$ cat src/rtl/vga_write_poster_if.sv
// Video RAM bus between the CPU write poster (master) and the video
// controller's external-access arbiter (slave).
interface vga_write_poster_if;
  // Handshake: master holds n_we low as the request with a/d/d_oe stable;
  // slave completes it by pulling n_rdy low (asynchronous to the master clock).
  // a/d stay valid one cycle past the strobe rising edge.
  logic [15:0] a;
  logic [7:0]  d;
  logic        d_oe;
  logic        n_we;
  logic        n_oe;
  logic        n_rdy;

  modport master (
    output a,
    output d,
    output d_oe,
    output n_we,
    output n_oe,
    input  n_rdy
  );

  modport slave (
    input  a,
    input  d,
    input  d_oe,
    input  n_we,
    input  n_oe,
    output n_rdy
  );
endinterface

$ cat src/rtl/vga_write_poster.sv
// Posts CPU byte writes to the 0xD000-0xEFFF video window into a small FIFO
// and replays them on the video bus, waiting for the controller's ready.
module vga_write_poster #(
  parameter int DEPTH   = 4,
  parameter int TIMEOUT = 4095
) (
  input  logic                clk,
  input  logic                rst,
  input  logic                cpu_wr,
  input  logic [15:0]         cpu_addr,
  input  logic [7:0]          cpu_data,
  output logic                cpu_ack,
  output logic                full,
  output logic                busy,
  output logic                err,
  input  logic                err_clr,
  output logic [1:0]          dbg_state_o,
  vga_write_poster_if.master  bus
);

  localparam int AW = $clog2(DEPTH);
  localparam int CW = AW + 1;

  typedef enum logic [1:0] {
    S_IDLE   = 2'd0,
    S_SETUP  = 2'd1,
    S_STROBE = 2'd2,
    S_HOLD   = 2'd3
  } state_t;

  state_t        state_q;
  logic [23:0]   mem_q [DEPTH];
  logic [AW-1:0] wr_ptr_q, wr_ptr_d;
  logic [AW-1:0] rd_ptr_q, rd_ptr_d;
  logic [CW-1:0] count_q, count_d;
  logic [15:0]   a_q;
  logic [7:0]    d_q;
  logic          d_oe_q;
  logic          n_we_q;
  logic [11:0]   tmo_q;
  logic          err_q, err_d;
  logic          sync1_q, sync2_q;

  logic          in_win;
  logic          rdy_s;
  logic          tmo_hit;
  logic          enq;
  logic          deq;
  logic          tmo_abort;
  logic [23:0]   head;

  assign in_win    = cpu_addr[15] & cpu_addr[14] & (cpu_addr[13] ^ cpu_addr[12]);
  assign full      = (count_q == CW'(DEPTH));
  assign cpu_ack   = cpu_wr & in_win & ~full;
  assign enq       = cpu_ack;
  assign rdy_s     = ~sync2_q;
  assign tmo_hit   = (tmo_q == 12'(TIMEOUT));
  // Ready wins over a timeout landing in the same cycle.
  assign deq       = (state_q == S_STROBE) & (rdy_s | tmo_hit);
  assign tmo_abort = (state_q == S_STROBE) & ~rdy_s & tmo_hit;
  assign head      = mem_q[rd_ptr_q];

  always_comb begin
    wr_ptr_d = wr_ptr_q;
    rd_ptr_d = rd_ptr_q;
    count_d  = count_q;
    err_d    = err_q;
    if (enq) wr_ptr_d = wr_ptr_q + AW'(1);
    if (deq) rd_ptr_d = rd_ptr_q + AW'(1);
    count_d = count_q + CW'(enq) - CW'(deq);
    if (err_clr)   err_d = 1'b0;
    if (tmo_abort) err_d = 1'b1;
  end

  always_ff @(posedge clk) begin
    if (enq) mem_q[wr_ptr_q] <= {cpu_addr, cpu_data};
  end

  always_ff @(posedge clk or posedge rst) begin
    if (rst) begin
      wr_ptr_q <= '0;
      rd_ptr_q <= '0;
      count_q  <= '0;
      err_q    <= 1'b0;
      sync1_q  <= 1'b1;
      sync2_q  <= 1'b1;
    end else begin
      wr_ptr_q <= wr_ptr_d;
      rd_ptr_q <= rd_ptr_d;
      count_q  <= count_d;
      err_q    <= err_d;
      sync1_q  <= bus.n_rdy;
      sync2_q  <= sync1_q;
    end
  end

  // Bus outputs are registered so a/d only move when a new head is latched.
  always_ff @(posedge clk or posedge rst) begin
    if (rst) begin
      state_q <= S_IDLE;
      a_q     <= '0;
      d_q     <= '0;
      d_oe_q  <= 1'b0;
      n_we_q  <= 1'b1;
      tmo_q   <= '0;
    end else begin
      case (state_q)
        S_IDLE: begin
          tmo_q <= '0;
          if (count_q != '0) begin
            a_q     <= head[23:8];
            d_q     <= head[7:0];
            d_oe_q  <= 1'b1;
            n_we_q  <= 1'b1;
            state_q <= S_SETUP;
          end
        end
        S_SETUP: begin
          n_we_q  <= 1'b0;
          state_q <= S_STROBE;
        end
        S_STROBE: begin
          tmo_q <= tmo_q + 12'd1;
          if (deq) begin
            n_we_q  <= 1'b1;
            state_q <= S_HOLD;
          end
        end
        S_HOLD: begin
          tmo_q <= '0;
          if (count_q != '0) begin
            a_q     <= head[23:8];
            d_q     <= head[7:0];
            state_q <= S_SETUP;
          end else begin
            d_oe_q  <= 1'b0;
            state_q <= S_IDLE;
          end
        end
        default: begin
          state_q <= S_IDLE;
          d_oe_q  <= 1'b0;
          n_we_q  <= 1'b1;
        end
      endcase
    end
  end

  assign busy        = (count_q != '0) | (state_q != S_IDLE);
  assign err         = err_q;
  assign dbg_state_o = state_q;

  assign bus.a    = a_q;
  assign bus.d    = d_q;
  assign bus.d_oe = d_oe_q;
  assign bus.n_we = n_we_q;
  assign bus.n_oe = 1'b1;

endmodule

$ cat src/flat_wrapper.sv
// flat-port wrapper written by rule: the top's interface ports become plain ports
module vga_write_poster_flat 
#(
  parameter int DEPTH   = 4,
  parameter int TIMEOUT = 4095
)
  (clk, rst, cpu_wr, cpu_addr, cpu_data, cpu_ack, full, busy, err, err_clr, dbg_state_o, bus_a, bus_d, bus_d_oe, bus_n_we, bus_n_oe, bus_n_rdy);
  vga_write_poster_if bus_i ();
  input  logic clk;
  input  logic rst;
  input  logic cpu_wr;
  input  logic [15:0] cpu_addr;
  input  logic [7:0] cpu_data;
  output logic cpu_ack;
  output logic full;
  output logic busy;
  output logic err;
  input  logic err_clr;
  output logic [1:0] dbg_state_o;
  output wire logic [$bits(bus_i.a)-1:0] bus_a;
  output wire logic [$bits(bus_i.d)-1:0] bus_d;
  output wire logic [$bits(bus_i.d_oe)-1:0] bus_d_oe;
  output wire logic [$bits(bus_i.n_we)-1:0] bus_n_we;
  output wire logic [$bits(bus_i.n_oe)-1:0] bus_n_oe;
  input wire logic [$bits(bus_i.n_rdy)-1:0] bus_n_rdy;
  assign bus_a = bus_i.a;
  assign bus_d = bus_i.d;
  assign bus_d_oe = bus_i.d_oe;
  assign bus_n_we = bus_i.n_we;
  assign bus_n_oe = bus_i.n_oe;
  assign bus_i.n_rdy = bus_n_rdy;
  vga_write_poster #(.DEPTH(DEPTH), .TIMEOUT(TIMEOUT)) u_core (.clk(clk), .rst(rst), .cpu_wr(cpu_wr), .cpu_addr(cpu_addr), .cpu_data(cpu_data), .cpu_ack(cpu_ack), .full(full), .busy(busy), .err(err), .err_clr(err_clr), .dbg_state_o(dbg_state_o), .bus(bus_i));
endmodule
$ cat config.mk
export PLATFORM = sky130hd
export DESIGN_NAME = vga_write_poster_flat
export DESIGN_NICKNAME = d
export VERILOG_FILES = /design/src/rtl/vga_write_poster_if.sv /design/src/rtl/vga_write_poster.sv /design/src/flat_wrapper.sv
export SDC_FILE = /design/constraint.sdc
export NUM_CORES = 1
export LEC_CHECK = 0
export BUFFER_PORTS_ARGS = -buffer_cell sky130_fd_sc_hd__buf_4
export CAP_MARGIN = 15
export CORE_UTILIZATION = 30
export CTS_CLUSTER_DIAMETER = 150
export DETAILED_ROUTE_END_ITERATION = 16
export GPL_TIMING_DRIVEN = 1
export PLACE_DENSITY_LB_ADDON = 0.2
export RECOVER_POWER = 100
export SYNTH_ARGS = -nofsm -noshare
export SYNTH_HDL_FRONTEND = slang
export SYNTH_SLANG_ARGS = --single-unit
$ cat constraint.sdc
create_clock -name clk -period 4.5 [get_ports clk]
set_input_delay 0.45 -clock clk [delete_from_list [all_inputs] [get_ports clk]]
set_output_delay 0.45 -clock clk [all_outputs]
set_load 0.01 [all_outputs]
# Word-level counts from Yosys, hierarchy flattened
# Memories as Yosys holds them, arrays and structs flattened. A register that Yosys moved wholly into a read port is not among the register bits.
# Index checks and enable logic that the tools add are counted.
dict set report totals {
  regBits 26
  ram_bits 96
  output_inout_bits 33
  elab_cells 62
  mem_count 1
}
dict set report op_classes {
  add_sub_neg 5
  eq_ne 8
  n_mux 14
  bitwise_logic 12
  reduce_logical 12
}
# memory depth width rd rd_clocked_by_memory_dff write_ports line
set memory_table {}
lappend memory_table {u_core.mem_q 4 24 1 1 1 vga_write_poster.sv:32} ;# logic [23:0] mem_q [DEPTH];
# cell n
set op_table {}
lappend op_table {{$pmux 12 s2} 1}
lappend op_table {{$add 12x1->12 const B} 1}
lappend op_table {{$eq 12x12->1 const B} 1}
lappend op_table {{$mux 1} 8}
lappend op_table {{$pmux 2 s4} 1}
lappend op_table {{$reduce_bool 2->1} 4}
lappend op_table {{$and 1x1->1} 7}
lappend op_table {{$reduce_and 3->1} 2}
lappend op_table {{$reduce_bool 3->1} 2}
lappend op_table {{$add 2x1->2 const B} 2}
lappend op_table {{$eq 2x2->1 const B} 2}
lappend op_table {{$mux 2} 2}
lappend op_table {{$ne 2x1->1 const B} 2}
lappend op_table {{$reduce_and 2->1} 2}
lappend op_table {{$add 3x1->3} 1}
lappend op_table {{$eq 3x3->1 const B} 1}
lappend op_table {{$pmux 1 s3} 1}
lappend op_table {{$sub 3x1->3} 1}
lappend op_table {{$eq 2x1->1 const B} 1}
lappend op_table {{$logic_not 2->1} 1}
lappend op_table {{$ne 2x2->1 const B} 1}
lappend op_table {{$not 1->1} 2}
lappend op_table {{$or 1x1->1} 2}
lappend op_table {{$pmux 1 s2} 1}
lappend op_table {{2 further kinds} 2}

# Depth between registers and ports, before layout
# Gate-level depths: netlist (run 1).
dict set report depth {
  word_depth 6
  depth_mapped 10
}

# Least setup slack after synthesis (run 1)
# Ideal clock, no wire load.
dict set report synth_timing {
  kind {register to register}
  start {reg u_core.tmo_q[0]}
  end {reg u_core.count_q[2]}
  setup_ns 0.123
  arrival_time_ns 2.234
  t_required_ns 4.377
  setup_slack_ns 2.143
  path_stages_with_launch 11
  synth_period_minus_slack_ns 2.357
  cell_sequence {dfrtp_1 -> ha_1 -> nand3_2 -> o41ai_2 -> and2_1 -> ha_1 -> inv_1 -> ha_1 -> fa_1 -> xnor2_1 -> xnor2_1}
}
dict set report synth_via {
  elab_chain_len 4
}
# element line
set synth_rtl {}
lappend synth_rtl {{start, declared} vga_write_poster.sv:40} ;# logic [11:0] tmo_q;
lappend synth_rtl {{start signal, assigned} vga_write_poster.sv:123} ;# tmo_q <= tmo_q + 12'd1;
lappend synth_rtl {{$eq 12x12->1} vga_write_poster.sv:57} ;# assign tmo_hit = (tmo_q == 12'(TIMEOUT));
lappend synth_rtl {{$or 1x1->1} vga_write_poster.sv:59} ;# assign deq = (state_q == S_STROBE) & (rdy_s | tmo_hit);
lappend synth_rtl {{$and 1x1->1} vga_write_poster.sv:59}
lappend synth_rtl {{net u_core.deq} vga_write_poster.sv:48} ;# logic deq;
lappend synth_rtl {{$sub 3x1->3} vga_write_poster.sv:70} ;# count_d = count_q + CW'(enq) - CW'(deq);
lappend synth_rtl {{net u_core.count_d[2]} vga_write_poster.sv:35} ;# logic [CW-1:0] count_q, count_d;
lappend synth_rtl {{end signal, assigned} vga_write_poster.sv:90} ;# count_q <= count_d;
lappend synth_rtl {{end, declared} vga_write_poster.sv:35}
# The timed path passes the listed nets, and every way through them passes these cells.
# A chain may end at the register's enable or synchronous reset.

# Worst setup path after layout (run 1)
dict set report layout_timing {
  start {reg u_core.count_q[2]}
  end {mem u_core.mem_q[2][20], enable pin}
}
dict set report layout_via {
  elab_chain_len 5
}
# element line
set layout_rtl {}
lappend layout_rtl {{$eq 3x3->1} vga_write_poster.sv:53} ;# assign full = (count_q == CW'(DEPTH));
lappend layout_rtl {{$not 1->1} vga_write_poster.sv:54} ;# assign cpu_ack = cpu_wr & in_win & ~full;
lappend layout_rtl {{$and 1x1->1} vga_write_poster.sv:54}
lappend layout_rtl {{$mux 1} vga_write_poster.sv:76} ;# if (enq) mem_q[wr_ptr_q] <= {cpu_addr, cpu_data};
lappend layout_rtl {{$mux 1 (not written as such)} vga_write_poster.sv:76}
lappend layout_rtl {{end, declared} vga_write_poster.sv:32}
# Every way passes these cells.

==> results.ini, run 1 <==
[pwr]
switching_share = 0.308
power.density_nw_per_um2 = 652
intPower_uw = 3120
irDropWorstVdd_uv = 274
clockPowerShare = 0.308
p_switching_uw = 1390
p_comb_frac = 0.277
power_frac_seq = 0.415
leakage_uw = 0.00241

[grt]
met1_usage = 0.157
grtUsageTotal = 0.126
antenna_found_initial = 0
grt_pass1_wl_um = 18200
grt-ovfl-total = 0
grt_pass1_vias = 3147
met2_usage = 0.208
use_met3 = 0.0357
grt_max_degree = 39
grt.busiest_layer = met2

[timing]
setup_viol = 0
max_freq_mhz = 299
grt_setup_unrepaired = false
hold_viol = 0
slew_headroom = -0.0630
skew_ns = 0.0104
fin_crit_sh = 0.743
period_minus_slack_ns = 3.34
slew_viol_final = 64
worstMarginPinSlew_ns = 1.59
tns_ns = 0

[status]
failed_checks = max-capacitance violations, max-slew violations
status = finished, violations left

[detailed_routing]
wl_per_cell_um = 17.2
viasPerCell = 4.44
ant_nets = 0
drc = 0
dr.pass1.iters = 4
drt_wl_total_um = 11500
drt_iter0_drc = 145
vias = 2971

[synth]
syn_area_um2 = 5810
ys.flop_type = edfxtp_1
synth_async_sr_flop_share = 0.342
synth_area_per_cell_um2 = 18.0
ys_seq_area_frac = 0.712
syn_inst = 323
ys_types = 44
synth-edff-count = 96
ys_seq_elements = 146
yosys_warnings = 0
synth_nets = 364

[placed_design]
dp.cells = 637
dp.final_hpwl_um = 7300
place_area_um2 = 6580
io_buffers = 60
gp_congestion = 0.722

[clock_tree]
clock_sinks = 146
clk_pin_slew_ns = 0.06
ctsResizeCount = 0
cts_root_buffer = clkbuf_16
cts_buffers = 17
cts_tree = built
cts_hold_buf = 0
clock_latency_ns = 0.42
cts_setup_buffers = 0
cts.htree.levels = 4
cts_buffer_depth = 2

[setup_path]
criticalPathCategory = reg -> reg
end_kind = flip-flop
crit_chain = nor3b_1 -> nor3_1 -> and2_0 -> clkbuf_1
crit_start = u_core.count_q[2]
slowest_stage = clkbuf_1
crit_family = simple AND/OR/NAND/NOR gates
reg2reg_to = u_core.mem_q[2][20]
setup.worst_path.start_class = flip-flop
worst-path-max-fanout = 14
worstPathArrival_ns = 3.38
critPathMaxStageDelay_ns = 0.81
worstRegToRegCells = 4
worst-path-buf-inv = 1
reg2reg_from = u_core.count_q[2]
r2r_slack_ns = 1.16
critPathRequiredTime_ns = 4.53

[final_layout]
final_common_cell = edfxtp_1
syn_to_final_growth_pct = 18.9
final_area_um2 = 6910
nFillCells = 1816
n_antenna_cell = 0
final_cells = 669
ff_latch_area_um2 = 4140
final_cell_mix = edfxtp_1 (96), clkbuf_1 (61), dfrtp_1 (46)
multi_input_area_um2 = 1550
nets = 437
drive_gt1_frac = 0.227

[die]
die-area_um2 = 19900
die_h_um = 141
rows = 50
ios = 62
dieWidth_um = 141
start_util = 0.309
core_area_um2 = 18800

[job]
cap_viol_max_count = 2

[min_path]
hold_path.startpoint = bus_n_rdy
hold_depth = 1
worstHoldPathType = in -> reg
holdPathEnd = u_core.sync1_q

[registers in the layout, summed over array words and instances, names as in the netlist]
signal              cells
u_core.sync1_q          1
u_core.wr_ptr_q         2
u_core.mem_q           96
u_core.bus.a           16
u_core.bus.d            8
u_core.bus.n_we         1
u_core.count_q          3
u_core.rd_ptr_q         2
u_core.err              1
u_core.sync2_q          1
u_core.dbg_state_o      2
u_core.tmo_q           12
u_core.bus.d_oe         1
[Yosys cell counts (2+ instances only)]
| cell type | number | area share |
|---|---|---|
| o31ai_1 | 3 | 0.0039 |
| nor3_1 | 2 | 0.0017 |
| ha_1 | 11 | 0.024 |
| edfxtp_1 | 96 | 0.50 |
| xor2_1 | 4 | 0.0060 |
| nor2b_1 | 4 | 0.0043 |
| nor2_1 | 10 | 0.0065 |
| or3_1 | 3 | 0.0032 |
| dfstp_2 | 3 | 0.014 |
| nand2_1 | 12 | 0.0077 |
| clkbuf_1 | 4 | 0.0026 |
| o21ai_0 | 9 | 0.0077 |
| buf_2 | 4 | 0.0034 |
| and2_1 | 6 | 0.0065 |
| buf_4 | 4 | 0.0052 |
| xnor2_1 | 6 | 0.0090 |
| mux2_2 | 24 | 0.046 |
| inv_1 | 13 | 0.0084 |
| a21oi_1 | 7 | 0.0060 |
| mux4_2 | 24 | 0.093 |
| dfrtp_1 | 47 | 0.20 |
| nand3_1 | 5 | 0.0043 |
[through the flow]
step                      total power, uW  worst slack [ns]  hold slack (ns)   util
after global routing                 4790             0.786            0.130  0.367
after floorplan                      2810              2.14            0.345      -
after global placement               3290              1.88            0.362  0.349
after CTS                            4730              1.66            0.123  0.380
after detailed placement             3320              1.82            0.363  0.349
final                                4510              1.16            0.149  0.367
[worst max path at each step]
stage	endpoint	depth (start not counted)	slack, ns
floorplan	u_core.count_q[2]	10	2.14
global route	u_core.mem_q[1][1]	4	0.79
detailed placement	u_core.mem_q[3][0]	5	1.82
CTS	busy	5	1.66
finish	u_core.mem_q[2][20]	4	1.16
global placement	u_core.mem_q[3][0]	5	1.88
[cell type report]
cell class                 count  share of cell area
clock buffer                  18              0.0621
clock inverter                14              0.0223
inverter                      13             0.00706
multi-input combinational    152               0.224
sequential                   146               0.599
tap                          260              0.0471
timing repair buffer          66              0.0391
[power groups by stage]
stage	registers (uW)	clock network (uW)	logic, uW
floorplan	1840	0	968
global placement	1910	0	1380
detailed placement	1910	0	1410
CTS	1890	1430	1410
global route	1910	1480	1400
finish	1870	1390	1250
[layer usage]
layer	vias up	wire length (um)
met5	-	0
met4	0	148
met3	11	465
met2	53	5780
met1	1529	5150
li1	1378	-
[logic make-up after synthesis]
family,Yosys count,share of synthesized area
flip-flops,146,0.712
AND/OR/NAND/NOR,53,0.0517
multiplexers,48,0.139
AO/OA/AOI/OAI,28,0.0349
buffers and inverters,25,0.0196
adder cells (fa/ha/maj),12,0.0271
XOR/XNOR,10,0.0151
other,1,0.000645
Note: power is estimated with default switching activity, not from simulation.
==> inputs of run 2 (changes only) <==
- ABC_AREA: default -> 1
- clock period: 4.5 -> 3.35 ns (I/O delays scaled with it)
==> run 2 against run 1 <==
  * The flow still finishes with violations (max-capacitance violations, max-slew violations)
  * Synthesized cell count rose by 59%
  * Hold slack got worse by 0.11 ns
  * Clock skew fell by 0.0014 ns
  * Design area rose by 2.2%
  * Sequential share of layout area fell by 1.3 points
==> results.ini, run 2 <==
[clock_tree]
clock_latency_ns = 0.41  ; about the same
cts.htree.levels = 4  ; unchanged
cts_buffers = 17  ; unchanged
cts_tree = built
clk_pin_slew_ns = 0.06  ; about the same
clock_sinks = 146  ; unchanged
cts_setup_buffers = 0  ; unchanged
cts_hold_buf = 0  ; unchanged
cts_buffer_depth = 2  ; unchanged
cts_root_buffer = clkbuf_16
ctsResizeCount = 0  ; unchanged

[status]
failed_checks = max-capacitance violations, max-slew violations
status = finished, violations left

[timing]
skew_ns = 0.00898  ; -0.00145 ns
hold_viol = 0  ; unchanged
setup_viol = 0  ; unchanged
fin_crit_sh = 0.763  ; +0.0202
slew_viol_final = 44  ; -31%
max_freq_mhz = 391  ; +31%
slew_headroom = -0.195  ; -0.132
tns_ns = 0  ; unchanged
grt_setup_unrepaired = false
worstMarginPinSlew_ns = 1.79  ; +0.198 ns
period_minus_slack_ns = 2.56  ; -0.787 ns

[detailed_routing]
drt_iter0_drc = 176  ; +21%
drt_wl_total_um = 12700  ; +10%
vias = 3819  ; +29%
ant_nets = 0  ; unchanged
drc = 0  ; unchanged
wl_per_cell_um = 14.9  ; -14%
viasPerCell = 4.45  ; +0.23%
dr.pass1.iters = 4  ; unchanged

[setup_path]
worstPathArrival_ns = 2.88  ; -0.50 ns
crit_start = u_core.dbg_state_o[0]
criticalPathCategory = reg -> reg
worst-path-max-fanout = 16  ; +2
end_kind = flip-flop
reg2reg_from = u_core.dbg_state_o[0]
setup.worst_path.start_class = flip-flop
critPathRequiredTime_ns = 3.67  ; -0.86 ns

[die]
ios = 62  ; unchanged
start_util = 0.305  ; -0.00366
die_h_um = 143  ; +1.0%
core_area_um2 = 19500  ; +3.4%
dieWidth_um = 143  ; +1.0%
die-area_um2 = 20400  ; +2.1%
rows = 51  ; +2.0%

[synth]
ys_seq_elements = 146  ; unchanged
synth_async_sr_flop_share = 0.342  ; unchanged
syn_area_um2 = 5940  ; +2.1%
yosys_warnings = 0  ; unchanged
synth_common_cells = nor2_1 (133), edfxtp_1 (96), dfrtp_1 (47), nand2_1 (36), o21ai_0 (32)
synth_area_per_cell_um2 = 11.6  ; -36%
synth_nets = 555  ; +52%
ys_seq_area_frac = 0.697  ; -0.0148
synth-edff-count = 96  ; unchanged
syn_inst = 514  ; +59%
synth.most_common_cell = nor2_1
ys_types = 33  ; -25%
synth_top_area_frac = 0.485  ; -0.0103
ys_top_cells_by_area = edfxtp_1 (49%), dfrtp_1 (20%), nor2_1 (8.4%), o21ai_0 (2.7%), a31oi_1 (2.5%)
yosysTopAreaCell = edfxtp_1
ys.flop_type = edfxtp_1

[placed_design]
gp_congestion = 0.750  ; +3.8%
dp.final_hpwl_um = 7590  ; +4.0%
io_buffers = 60  ; unchanged
dp.cells = 826  ; +30%

[pwr]
power_frac_seq = 0.383  ; -0.032
clockPowerShare = 0.315  ; +0.007
power.density_nw_per_um2 = 899  ; +38%
switching_share = 0.349  ; +0.0409
p_switching_uw = 2220  ; +60%
leakage_uw = 0.00258  ; +7.3%
intPower_uw = 4140  ; +33%
irDropWorstVdd_uv = 387  ; +41%
p_comb_frac = 0.302  ; +0.025

[final_layout]
syn_to_final_growth_pct = 19.0  ; about the same
n_antenna_cell = 0  ; unchanged
drive_gt1_frac = 0.110  ; -0.118
final_cells = 858  ; +28%
final_cell_mix = nor2_1 (129), edfxtp_1 (96), clkbuf_1 (60)
nets = 621  ; +42%
regMostFlops = u_core.mem_q
final_common_cell = nor2_1
final_util = 0.363  ; -0.00401
largest_register_ffs = 96  ; unchanged

[grt]
grt_pass1_wl_um = 20300  ; +11%
grt_pass1_vias = 3824  ; +22%
grt-ovfl-total = 0  ; unchanged
grtUsageTotal = 0.136  ; +0.00944
antenna_found_initial = 0  ; unchanged
grt_max_degree = 50  ; +28%

[min_path]
worstHoldPathType = in -> reg
hold_path.startpoint = bus_n_rdy

[job]
cap_viol_max_count = 1  ; -1

## run 2: cell count changes after synthesis, sizes merged, moves of 4 or more
cell,previous run,this run
a31oi,1,24
nor2b,4,0
nand2,12,39
mux4,24,0
nand3,6,17
buf,8,18
mux2,24,0
o21ai,9,58
inv,13,36
nor2,10,137
and2,6,0
xnor2,6,2
## run 2: metal layers
| metal | GRT usage | vias up | part of all wire |
|---|---|---|---|
| li1 | - | 1889 | - |
| met2 | 0.234 | 70 | 0.50 |
| met5 | 0 | - | 0 |
| met4 | 0.0441 | 0 | 0.010 |
| met3 | 0.0372 | 11 | 0.042 |
| met1 | 0.163 | 1849 | 0.44 |
## run 2: worst paths after layout
check,to,slack (ns),cells after the start
max,u_core.bus.d[4],0.79,6
min,u_core.sync1_q,0.03,1
max reg2reg,u_core.bus.d[4],0.79,6
min reg2reg,u_core.sync2_q,0.36,0
max in group asynchronous,u_core.count_q[2],1.67,3
min in group asynchronous,u_core.tmo_q[8],0.50,2
## run 2: final cells by class
class	instances	area [um2]
tap	265	332
clock buffer	21	450
fill	1936	12400
sequential	146	4140
inverter	36	136
clock inverter	11	175
multi-input combinational	310	1540
timing repair buffer	69	294
## run 2: cells by family (layout without fill, tap and decap cells)
| kind of cell | count (synthesis) | in the layout | synth area share |
|---|---|---|---|
| xor+xnor | 6 | 6 | 0.00885 |
| buf+inv | 58 | 137 | 0.0423 |
| other cells | 1 | 1 | 0.000632 |
| compound gates | 90 | 90 | 0.0811 |
| fa+ha+maj | 12 | 12 | 0.0265 |
| flops | 146 | 146 | 0.697 |
| simple gates | 201 | 201 | 0.144 |
## run 2: power groups by stage
stage	logic, uW	clock network, uW	registers (uW)
after floorplan	1390	0	2480
after global placement	2110	0	2470
after detailed placement	2160	0	2480
after CTS	2160	2050	2450
after global routing	2220	2130	2470
final	1920	2000	2430
## run 2: critical path, stage by stage (launching register included)
cell	delay [ns]
dfrtp_1	0.44
inv_1	0.09
ha_1	0.40
nor2_1	0.94
buf_4	0.37
nor2_1	0.06
a31oi_1	0.17
## run 2: per-stage QoR
stage               setup slack, ns  power (uW)  hold slack, ns  area [um2]
CTS                            1.09        6660          0.0148        7320
detailed placement             1.09        4640           0.347        6690
global route                  0.484        6830          0.0164        7070
global placement               1.15        4580           0.350        6690
finish                        0.792        6360          0.0342        7070
floorplan                      1.17        3870           0.339        5940
